<file path="src/rtl/acc_seq_pkg.sv">
// acc_seq_pkg: opcode and run-state types shared by the accumulator sequencer core and ALU
package acc_seq_pkg;
  localparam int OPC_W = 3;
  typedef enum logic [OPC_W-1:0] {
    OP_LDI, OP_ADD, OP_AND, OP_OR, OP_SUB, OP_XOR, OP_JNZ, OP_HLT
  } opcode_t;
  typedef enum logic [1:0] {ST_IDLE, ST_RUN, ST_HALT} state_t;
endpackage

</file>
<file path="src/rtl/acc_seq_alu.sv">
// acc_seq_alu: combinational ALU for acc_seq_core; SAT_ARITH_EN selects saturating ADD/SUB
module acc_seq_alu
  import acc_seq_pkg::*;
#(
  parameter int DATA_W = 8,
  parameter int IMM_W  = 6
) (
  input  opcode_t           op,
  input  logic [IMM_W-1:0]  imm,
  input  logic [DATA_W-1:0] acc,
  output logic [DATA_W-1:0] result,
  output logic              zero,
  output logic              carry
);
  logic [DATA_W-1:0] ext, add_r, sub_r;
  logic [DATA_W:0]   sum, diff;
  assign ext  = DATA_W'(imm);
  assign sum  = {1'b0, acc} + {1'b0, ext};
  assign diff = {1'b0, acc} - {1'b0, ext};
`ifdef SAT_ARITH_EN
  assign add_r = sum[DATA_W] ? '1 : sum[DATA_W-1:0];
  assign sub_r = diff[DATA_W] ? '0 : diff[DATA_W-1:0];
`else
  assign add_r = sum[DATA_W-1:0];
  assign sub_r = diff[DATA_W-1:0];
`endif
  always_comb begin
    result = acc;
    case (op)
      OP_LDI:  result = ext;
      OP_ADD:  result = add_r;
      OP_AND:  result = acc & ext;
      OP_OR:   result = acc | ext;
      OP_SUB:  result = sub_r;
      OP_XOR:  result = acc ^ ext;
      default: result = acc;
    endcase
  end
  assign zero  = result == '0;
  assign carry = (op == OP_SUB) ? diff[DATA_W] : sum[DATA_W];
endmodule

</file>
<file path="src/rtl/acc_seq_core.sv">
// acc_seq_core: accumulator execution core with loadable program RAM, one instruction per clock.
// Define SAT_ARITH_EN for saturating ADD/SUB (wraps otherwise).
module acc_seq_core
  import acc_seq_pkg::*;
#(
  parameter int DATA_W = 8,
  parameter int IMM_W  = 6,
  parameter int DEPTH  = 16,
  parameter int ADDR_W = $clog2(DEPTH)
) (
  input  logic                   clock,
  input  logic                   reset,
  input  logic                   start,
  input  logic                   prog_we,
  input  logic [ADDR_W-1:0]      prog_addr,
  input  logic [OPC_W+IMM_W-1:0] prog_data,
  output logic [DATA_W-1:0]      accumulator,
  output logic [ADDR_W-1:0]      pc,
  output logic                   busy,
  output logic                   halted,
  output logic                   zero_flag,
  output logic                   carry_flag
);
  logic [OPC_W+IMM_W-1:0] mem [DEPTH];
  logic [OPC_W+IMM_W-1:0] word;
  state_t            state, state_next;
  opcode_t           op;
  logic [IMM_W-1:0]  imm;
  logic [DATA_W-1:0] result;
  logic              alu_zero, alu_carry, taken, bad_target, stop, launch;
  assign word = mem[pc];
  assign op   = opcode_t'(word[OPC_W+IMM_W-1:IMM_W]);
  assign imm  = word[IMM_W-1:0];
  assign taken      = op == OP_JNZ && accumulator != '0;
  assign bad_target = taken && (imm >> ADDR_W) != '0;
  // Running off the last entry halts unless a legal jump redirects the PC.
  assign stop   = op == OP_HLT || bad_target || (&pc && !taken);
  assign launch = start && state != ST_RUN;
  acc_seq_alu #(.DATA_W(DATA_W), .IMM_W(IMM_W)) alu (
    .op(op), .imm(imm), .acc(accumulator),
    .result(result), .zero(alu_zero), .carry(alu_carry)
  );
  always_ff @(posedge clock)
    if (prog_we && state != ST_RUN) mem[prog_addr] <= prog_data;
  always_ff @(posedge clock)
    state <= reset ? ST_IDLE : state_next;
  always_comb begin
    state_next = state;
    case (state)
      ST_IDLE: state_next = start ? ST_RUN : ST_IDLE;
      ST_RUN:  state_next = stop ? ST_HALT : ST_RUN;
      ST_HALT: state_next = start ? ST_RUN : ST_HALT;
      default: state_next = ST_IDLE;
    endcase
  end
  always_comb begin
    busy   = state == ST_RUN;
    halted = state == ST_HALT;
  end
  always_ff @(posedge clock)
    if (reset || launch) begin
      accumulator <= '0;
      pc          <= '0;
      zero_flag   <= 1'b0;
      carry_flag  <= 1'b0;
    end else if (state == ST_RUN) begin
      accumulator <= result;
      zero_flag   <= (op <= OP_XOR) ? alu_zero : zero_flag;
      carry_flag  <= (op == OP_ADD || op == OP_SUB) ? alu_carry : carry_flag;
      pc          <= stop ? pc : taken ? imm[ADDR_W-1:0] : pc + ADDR_W'(1);
    end
endmodule

</file>
<file path="config.mk">
export PLATFORM = sky130hd
export DESIGN_NAME = acc_seq_core
export DESIGN_NICKNAME = d
export VERILOG_FILES = /design/src/rtl/acc_seq_pkg.sv /design/src/rtl/acc_seq_alu.sv /design/src/rtl/acc_seq_core.sv
export SDC_FILE = /design/constraint.sdc
export NUM_CORES = 1
export LEC_CHECK = 0
export ABC_CLOCK_PERIOD_IN_PS = 4100
export CORE_MARGIN = 5
export CORE_UTILIZATION = 54
export CTS_BUF_LIST = sky130_fd_sc_hd__clkbuf_16
export CTS_CLUSTER_DIAMETER = 100
export DETAILED_ROUTE_END_ITERATION = 7
export GPL_ROUTABILITY_DRIVEN = 0
export GPL_TIMING_DRIVEN = 0
export PLACE_DENSITY = 0.75
export SYNTH_ARGS = -nofsm -noshare
export SYNTH_HDL_FRONTEND = slang
export SYNTH_SLANG_ARGS = --single-unit
</file>
<file path="constraint.sdc">
create_clock -name clock -period 4.1 [get_ports clock]
set_input_delay 0.615 -clock clock [delete_from_list [all_inputs] [get_ports clock]]
set_output_delay 0.615 -clock clock [all_outputs]
set_load 0.02 [all_outputs]
</file>
[Word-level counts from Yosys, hierarchy flattened]
Memory sizes are Yosys's and may differ from the RTL's. A register that Yosys moved wholly into a read port is not among the register bits.
Index checks and enable logic that the tools add are counted.
Word-level totals
  register bits after elaboration: 16
  memory bits (writable): 144
  output and inout port bits: 16
  logic and storage cells: 54
  memories: 1
Cells by class
  add/subtract/negate cells: 3
  magnitude comparators: 1
  equal/unequal tests: 10
  muxes and demuxes: 11
  bitwise gates (word level): 4
  reductions and logical operators: 19
Memory list
  mem: depth 16, bits a word 9, read ports 1, clocked after memory_dff 1, write ports 1, line acc_seq_core.sv:24  | logic [OPC_W+IMM_W-1:0] mem [DEPTH];
Operators with widths (number)
  $pmux W8 S6: 1
  $eq A3 B3 Y1 const B: 4
  $mux W4: 3
  $add A8 B6 Y9: 1
  $sub A8 B6 Y9: 1
  $and A8 B6 Y8: 1
  $logic_not A8 Y1: 1
  $or A8 B6 Y8: 1
  $reduce_bool A8 Y1: 1
  $xor A8 B6 Y8: 1
  $eq A3 B2 Y1 const B: 2
  $pmux W2 S3: 1
  $reduce_and A2 Y1: 3
  $reduce_bool A6 Y1: 1
  $logic_and A1 B1 Y1: 5
  $add A4 B1 Y4 const B: 1
  $logic_or A1 B1 Y1: 4
  $mux W1: 4
  $mux W2: 2
  $reduce_and A4 Y1: 1
  $eq A3 B1 Y1 const B: 1
  $le A3 B3 Y1 const B: 1
  $logic_not A3 Y1: 1
  $eq A2 B1 Y1 const B: 1
  5 further kinds: 5

[Depth between registers and ports, before layout]
Gate-level depths: netlist (run 1).
  depth after elaboration: 9
  depth in mapped cells: 16
  depth with buffers taken out: 12

[Modules after synthesis]
From an unflattened synthesis (run 1), not the netlist that was laid out.
Unflattened totals
  cell total of the unflattened synthesis: 512
  area, all modules: 7696.1 um2
By module, submodules not included
  acc_seq_core: instances 1, cells each 343, area each 6456.2 um2, seq. area each 4724.5 um2
  acc_seq_alu: instances 1, cells each 169, area each 1239.9 um2, seq. area each 0.0 um2

[Least setup slack after synthesis (run 1)]
OpenSTA, ideal clock, no wires.
  path kind: register -> register
  start: reg (tool-made name)
  end: reg zero_flag
  arrival: 4.118 ns
  setup slack: -0.102 ns
  stages on the path, launching flop included: 16
  path through: dfxtp_1 -> buf_6 -> buf_12 -> buf_2 -> mux4_2 -> mux4_2 -> inv_1 -> ha_1 -> or3_1 -> a31oi_1 -> o21ai_0 -> and4_1 -> o31ai_1 -> o21ai_1 -> or4b_1 -> o31ai_2
RTL lines
  end signal: assignment: line acc_seq_core.sv:68  | zero_flag <= (op <= OP_XOR) ? alu_zero : zero_flag;
  end: declaration: line acc_seq_core.sv:21  | output logic zero_flag,

==> metrics.md, run 1 <==
| Metric | Value |
|---|---|
| Placed Instance Area | `around 0.008 mm2` |
| Site row count | `42` |
| Setup ws final | `about 0.0086 ns` |
| Pre-antenna DRT Iters | `5` |
| Number of flops mapped to enable cells by yosys | `144` |
| Antenna viol nets, final | `0` |
| Port bufs | `32` |
| Register area share after synthesis | `0.636` |
| Max Cap Viol | `0` |
| Max VDD drop | `0.000611 V` |
| Tightest Pin Transition | `~1.3 ns` |
| GRT Util Overall | `0.230` |
| Max FO, Critical Path | `5` |
| CP Launch Type | `flip-flop` |
| Clock Skew | `~0.0094 ns` |
| CTS tree | `built` |
| Crit-path slowest cell | `mux4_2` |
| R2R setup slack | `0.009 ns` |
| Fin. Hold Viols | `0` |
| Slowest stage delay, CP | `0.56 ns` |
| Mapped Avg Cell Area | `15.8 um2` |
| Final setup TNS | `0 ns` |
| CTS buffer count | `17` |
| Multiplexer share of the synthesized area | `0.152` |
| Area of the multi-input gates | `about 0.0026 mm2` |
| Largest family of logic cells by synthesized area | `multiplexers` |
| Routed len/inst | `24.0 um` |
| Min cycle time layout | `4.09 ns` |
| Final net count | `594` |
| Synth Area in Adders | `0.0374` |
| Final worst-path cycle share | `0.998` |
| Largest net degree at the start of global routing | `17` |
| Mapped cell area | `0.00742 mm2` |
| Pwr per Cell Area | `411 mW/mm2` |
| Via/cell ratio | `6.36` |
| Initial core utilization | `0.556` |
| Total grt overflow | `0` |
| HP Class | `reg2reg` |
| Skew-Pair Late Insertion Delay | `between 0.4 and 0.5 ns` |
| Residual DRC | `0` |
| Total power | `roughly 3.7 mW` |
| Synthesized instance count | `470` |
| Dpl cells | `682` |
| Post-route insts no fill | `745` |
| Synth Warn # | `0` |
| Share of cells above drive strength 1 | `0.271` |
| Synth Area in Simple Gates | `0.0689` |
| Place WS | `-0.623 ns` |
| Clk root buf | `clkbuf_16` |
| Area growth, synth to finish | `22.3%` |
| RSZ-0062 raised after global routing | `yes` |
| Xor/xnor share of the synthesized area | `0.00354` |
| DIE AREA | `0.0162 mm2` |
| Status | `complete, no violations` |
| Kind of critical path | `reg2reg` |
| Most common flop cell mapped by yosys | `edfxtp_1` |
| Vias post-DR | `~4700` |
| Critical Path, Cell by Cell | `buf_6 -> buf_12 -> bufbuf_16 -> mux4_2 -> mux4_2 -> inv_2 -> ha_4 -> inv_2 -> a211o_1 -> a21o_1 -> a21oi_2 -> o221a_1 -> nor3_1 -> or4b_1 -> o31ai_2` |
| CP Data Required Time | `between 4 and 5 ns` |
| Asr flop ratio synth | `0` |
| FF+latch area | `0.00473 mm2` |
| Hold_buf cts | `0` |
| Max-slew violation count | `0` |
| Initial antenna violation count | `0` |
| Arr. time, crit path | `between 4 and 5 ns` |
| Number of global-route vias before repair | `roughly 4700` |
| Cell area after layout | `0.00908 mm2` |
| Flops & latches, synth | `164` |
| Total of fill cells in the finished design | `891` |
| Die Y | `127 um` |
| Compound-Gate Fraction of Synth Area | `0.0725` |
| N_diodes | `0` |
| Leakage | `around 3.0 nW` |
| Fmax achieved | `244 MHz` |
| Clock net sink count | `164` |
| Dpl hpwl | `10800 um` |
| Final setup fails | `0` |
| Critical Path Sink Type | `flip-flop` |
| Synthesized Nets | `508` |
| Routed Wire Length | `17900 um` |
| First-pass GRT wire length | `27400 um` |
| DIE WIDTH | `~130 um` |
| Core area | `roughly 0.013 mm2` |
| Slew Limit Headroom | `0.157` |
| # IOs | `33` |
| CTS Buffer Depth | `2` |
| 1st-iter DRT viols | `about 600` |
| H-tree depth | `4` |
| Number of distinct library cells after synthesis | `64` |
| Clock slew at reported path FFs | `0.07 ns` |
power breakdown:
| part | switching (mW) | internal [mW] | total, mW |
|---|---|---|---|
| clock | 0.677 | 0.839 | 1.52 |
| sequential | 0.0131 | 1.84 | 1.85 |
| combinational | 0.201 | 0.166 | 0.367 |
| total | 0.891 | 2.84 | 3.74 |
logic make-up (layout without fill, tap and decap cells):
| logic type | after synthesis | after routing |
|---|---|---|
| XOR/XNOR | 3 | 3 |
| AND/OR/NAND/NOR | 100 | 100 |
| buffers and inverters | 46 | 145 |
| multiplexers | 59 | 59 |
| AO/OA/AOI/OAI | 77 | 77 |
| adder cells (fa/ha/maj) | 21 | 21 |
| flip-flops | 164 | 164 |
cells in the final DEF, fill, tap and decap left out, types with 4 or more instances in the layout:
cell type	synthesis	layout
o21ai_0	10	9
nand3_1	4	4
nand2b_1	6	6
mux2i_1	14	14
nor2_1	31	31
or3_1	5	4
mux4_2	36	37
ha_1	19	14
a21oi_1	19	16
buf_6	1	6
buf_4	3	32
nand2_1	15	15
edfxtp_1	144	144
clkdlybuf4s50_1	0	32
clkbuf_16	0	18
nor3_2	0	5
inv_2	2	5
buf_2	8	5
and2_1	7	7
nor2b_1	4	4
dfxtp_1	20	19
clkinv_1	0	5
inv_1	18	15
o21ai_1	4	4
o2111ai_1	4	4
clkbuf_1	11	7
nor3_1	13	8
a21o_1	6	6
path summary, 6_finish.rpt:
| check | depth (start not counted) | to | startpoint |
|---|---|---|---|
| setup / recovery | 15 | zero_flag | flip-flop |
| hold / removal | 2 | accumulator[0] | accumulator[0] |
| setup reg to reg | 15 | zero_flag | flip-flop |
| hold reg to reg | 2 | accumulator[0] | accumulator[0] |
final cells by class:
type | instances | area share
clock buffers | 17 | 0.0468
flip-flops and latches | 164 | 0.520
multi-input cells | 260 | 0.290
well taps | 176 | 0.0242
inverters | 21 | 0.00882
repair buffers | 69 | 0.0738
clock inverters | 15 | 0.0142
plain buffers | 23 | 0.0215
worst max-delay path, delay by kind of cell, from the launching register on:
family,cells,cell delay (ns)
mux,2,1.05
buf+inv,5,0.69
fa+ha+maj,1,0.17
flops,1,0.32
compound gates,5,1.15
simple gates,2,0.62
cells in the mapped netlist (3+ instances only):
cell	n	area (um2)
edfxtp_1	144	4320
mux4_2	36	811
nor2_1	31	116
dfxtp_1	20	400
a21oi_1	19	95.1
ha_1	19	238
inv_1	18	67.6
nand2_1	15	56.3
mux2i_1	14	140
nor3_1	13	65.1
clkbuf_1	11	41.3
o21ai_0	10	50.1
buf_2	8	40.0
and2_1	7	43.8
a21o_1	6	45.0
nand2b_1	6	37.5
or3_1	5	31.3
mux4_1	4	105
nand3_1	4	20.0
nor2b_1	4	25.0
o2111ai_1	4	35.0
o21ai_1	4	20.0
a211oi_1	3	22.5
a221oi_1	3	26.3
a31oi_1	3	18.8
buf_4	3	22.5
mux2_2	3	33.8
nand4_1	3	18.8
nand4b_1	3	26.3
o311ai_1	3	26.3
o31ai_1	3	22.5
metrics by stage:
stage / hold WS, ns / util
floorplan: 0.509 / -
global placement: 0.496 / 0.597
detailed placement: 0.521 / 0.602
CTS: 0.531 / 0.673
global route: 0.560 / 0.680
finish: 0.525 / 0.680
routing by layer:
metal | vias up | GRT usage | wire length (um)
met4 | 0 | 0.0934 | 739
li1 | 2043 | - | -
met1 | 2344 | 0.277 | 6620
met2 | 286 | 0.397 | 9210
met5 | - | 0 | 0
met3 | 66 | 0.0576 | 1300
flip-flops by register name (all words and copies together) (netlist names), named ones only:
signal / count
mem: 144
accumulator: 8
pc: 4
state: 2
carry_flag: 1
zero_flag: 1
timing repair:
action | in CTS | in global routing
pin swaps | 13 | 14
setup endpoints to repair | 5 | 2
gates cloned | 2 | 0
gates resized for setup | 39 | 6
buffers inserted | 23 | 8
(Power assumes the default switching activity.)
==> run 2: changes to the inputs <==
- RECOVER_POWER: default -> 50
==> metrics.md, run 2 (synthesis results as in run 1) <==
| Metric | Value |
|---|---|
| Status | `complete, no violations` |
| Clock Power Share | `0.407 (about the same)` |
| Internal power | `2.84 mW (-0.11%)` |
| Max VDD drop | `0.000612 V (+0.16%)` |
| Share of cells above drive strength 1 | `0.264 (-0.00703)` |
| Antenna viol nets, final | `0 (unchanged)` |
| Slew Limit Headroom | `0.169 (+0.0113)` |
| Max-slew violation count | `0 (unchanged)` |
| Final net count | `594 (unchanged)` |
| Slowest stage delay, CP | `0.55 ns (about the same)` |
| CTS Buffer Depth | `2 (unchanged)` |
| RSZ-0062 raised after global routing | `yes` |
| Pwr per Cell Area | `412 mW/mm2 (+0.17%)` |
| Commonest non-fill, non-tap cell in the layout | `edfxtp_1` |
| DIE WIDTH | `127 um (unchanged)` |
| Final setup fails | `0 (unchanged)` |
| Residual DRC | `0 (unchanged)` |
| Total grt overflow | `0 (unchanged)` |
| H-tree depth | `4 (unchanged)` |
| Core area | `0.0133 mm2 (unchanged)` |
| GRT Util Overall | `0.230 (unchanged)` |
| Comb power frac | `0.097 (about the same)` |
| Initial core utilization | `0.556 (unchanged)` |
| Switch share | `0.239 (+0.000283)` |
| CTS tree | `built` |
| Initial antenna violation count | `1 (+1)` |
| Pre-antenna DRT Iters | `6 (+1)` |
| Max FO, Critical Path | `5 (unchanged)` |
| Final worst-path cycle share | `0.999 (about the same)` |
| Critical Path Sink Type | `flip-flop` |
| Clock net sink count | `164 (unchanged)` |
| CTS buffer count | `17 (unchanged)` |
| Min cycle time layout | `4.10 ns (+0.00393 ns)` |
| Fin. Hold Viols | `0 (unchanged)` |
| Routed len/inst | `24.0 um (+0.17%)` |
| Leakage | `3.05 nW (+0.91%)` |
| CP Data Required Time | `4.44 ns (about the same)` |
| Vias post-DR | `4710 (-0.61%)` |
| Area growth, synth to finish | `22.0%` |
| Tightest Pin Transition | `1.24 ns (-0.0169 ns)` |
| Setup ws final | `0.00465 ns (-0.00393 ns)` |
| Number of global-route vias before repair | `4729 (unchanged)` |
| Via/cell ratio | `6.32 (-0.61%)` |
| GRT busiest layer | `met2` |
| Skew-Pair Late Insertion Delay | `0.43 ns (about the same)` |
| Sequential share of power | `0.496 (about the same)` |
| Clk root buf | `clkbuf_16` |
| Max FFs per register | `144 (unchanged)` |
| Hold WS | `0.522 ns (-0.00280 ns)` |
| # IOs | `33 (unchanged)` |
| Routed Wire Length | `17900 um (+0.17%)` |
| Top Registers | `mem x144, accumulator x8, pc x4` |
| Grt met3 use | `0.0576 (unchanged)` |
| First-pass GRT wire length | `27400 um (unchanged)` |
| Kind of critical path | `reg2reg` |
| Hold_buf cts | `0 (unchanged)` |
| Most flop-heavy register | `mem` |
| Max Cap Viol | `0 (unchanged)` |
| HP Class | `reg2reg` |
| Site row count | `42 (unchanged)` |
| N_diodes | `0 (unchanged)` |
| Clock Skew | `0.00976 ns (+0.000339 ns)` |
| Clock slew at reported path FFs | `0.07 ns (about the same)` |
| Dpl hpwl | `10800 um (unchanged)` |
| Crit-path slowest cell | `mux4_2` |
| Arr. time, crit path | `4.44 ns (about the same)` |
| Sw power | `0.892 mW (about the same)` |
| Port bufs | `32 (unchanged)` |
| Largest net degree at the start of global routing | `17 (unchanged)` |
| Critical Path, Cell by Cell | `buf_6 -> buf_12 -> buf_12 -> mux4_2 -> mux4_2 -> inv_2 -> ha_4 -> or3_4 -> a31oi_4 -> o21ai_2 -> and4_1 -> o31ai_1 -> o21ai_1 -> or4b_1 -> o31ai_2` |
| Total of fill cells in the finished design | `896 (+0.56%)` |
| DIE AREA | `0.0162 mm2 (unchanged)` |
| Met1 usage | `0.277 (unchanged)` |
| 1st-iter DRT viols | `667 (+12%)` |
| CP Launch Type | `flip-flop` |
| Fmax achieved | `244 MHz (about the same)` |
| Met2 GRT Util | `0.397 (unchanged)` |
| Place WS | `-0.623 ns (unchanged)` |
| Commonest non-fill, non-tap cells in the layout | `edfxtp_1, mux4_2, buf_4` |
| Die Y | `127 um (unchanged)` |
## run 2: cell types whose count changed in the layout (fill, tap and decap cells not counted)
cell / previous run / this run
nor3_2: 5 / 2
clkdlybuf4s50_1: 32 / 13
dlygate4sd3_1: 0 / 19
clkbuf_1: 7 / 8
nor3_1: 8 / 11
buf_6: 6 / 5
## run 2: power groups by stage
| stage | combinational, mW | clock [mW] | sequential, mW |
|---|---|---|---|
| 4_1_cts | 0.344 | 1.53 | 1.85 |
| 5_1_grt | 0.388 | 1.62 | 1.85 |
| 3_5_place_dp | 0.290 | 0 | 1.89 |
| 6_report | 0.363 | 1.52 | 1.85 |
| 3_3_place_gp | 0.280 | 0 | 1.89 |
| 2_1_floorplan | 0.179 | 0 | 1.89 |
## run 2: per-layer routing
metal	up-vias	share of wire	wire length [um]
met5	-	0.00073	13
met4	2	0.035	634
met3	59	0.075	1330
met2	300	0.52	9390
met1	2309	0.36	6530
li1	2040	-	-
## run 2: path summary, 6_finish.rpt
path / start / to / slack [ns] / depth (start not counted)
setup / recovery: flip-flop / zero_flag / 0.005 / 15
hold / removal: accumulator[0] / accumulator[0] / 0.52 / 2
setup reg to reg: flip-flop / zero_flag / 0.005 / 15
hold reg to reg: accumulator[0] / accumulator[0] / 0.52 / 2
## run 2: per-stage QoR
step	total power [mW]	std cells	area, um2	utilization	TNS (ns)
2_1_floorplan	2.07	470	7430	-	0
3_5_place_dp	2.18	682	8030	0.602	-1.13
3_3_place_gp	2.17	678	7970	0.597	-0.986
5_1_grt	3.86	745	9060	0.679	-0.154
6_report	3.73	745	9060	0.679	0
4_1_cts	3.72	737	8990	0.673	0
## run 2: area by class of cell
cell class	count	area, um2	area share
flip-flops and latches	164	4730	0.522
multi-input cells	260	2620	0.289
repair buffers	69	663	0.0732
clock buffers	17	425	0.0470
well taps	176	220	0.0243
plain buffers	23	195	0.0215
clock inverters	15	129	0.0142
inverters	21	80.1	0.00884
## run 2: critical path, delay by kind of cell (launching register included)
family	cells	cell delay (ns)
AO/OA/AOI/OAI	5	0.83
adder cells (fa/ha/maj)	1	0.20
buffers and inverters	4	0.48
flip-flops	1	0.32
multiplexers	2	1.06
AND/OR/NAND/NOR	3	1.11
## run 2: what timing repair did
action	in CTS	in global routing
gates resized for setup	39	6
setup buffers	23	8
pin swaps	13	14
cloned	2	0
endpoints found under the setup margin	5	2
==> run 3: changes to the inputs <==
- CTS_CLUSTER_SIZE: default -> 16
==> results of run 3 <==
No change in the layout: final DEF, timing and power equal those of run 2.
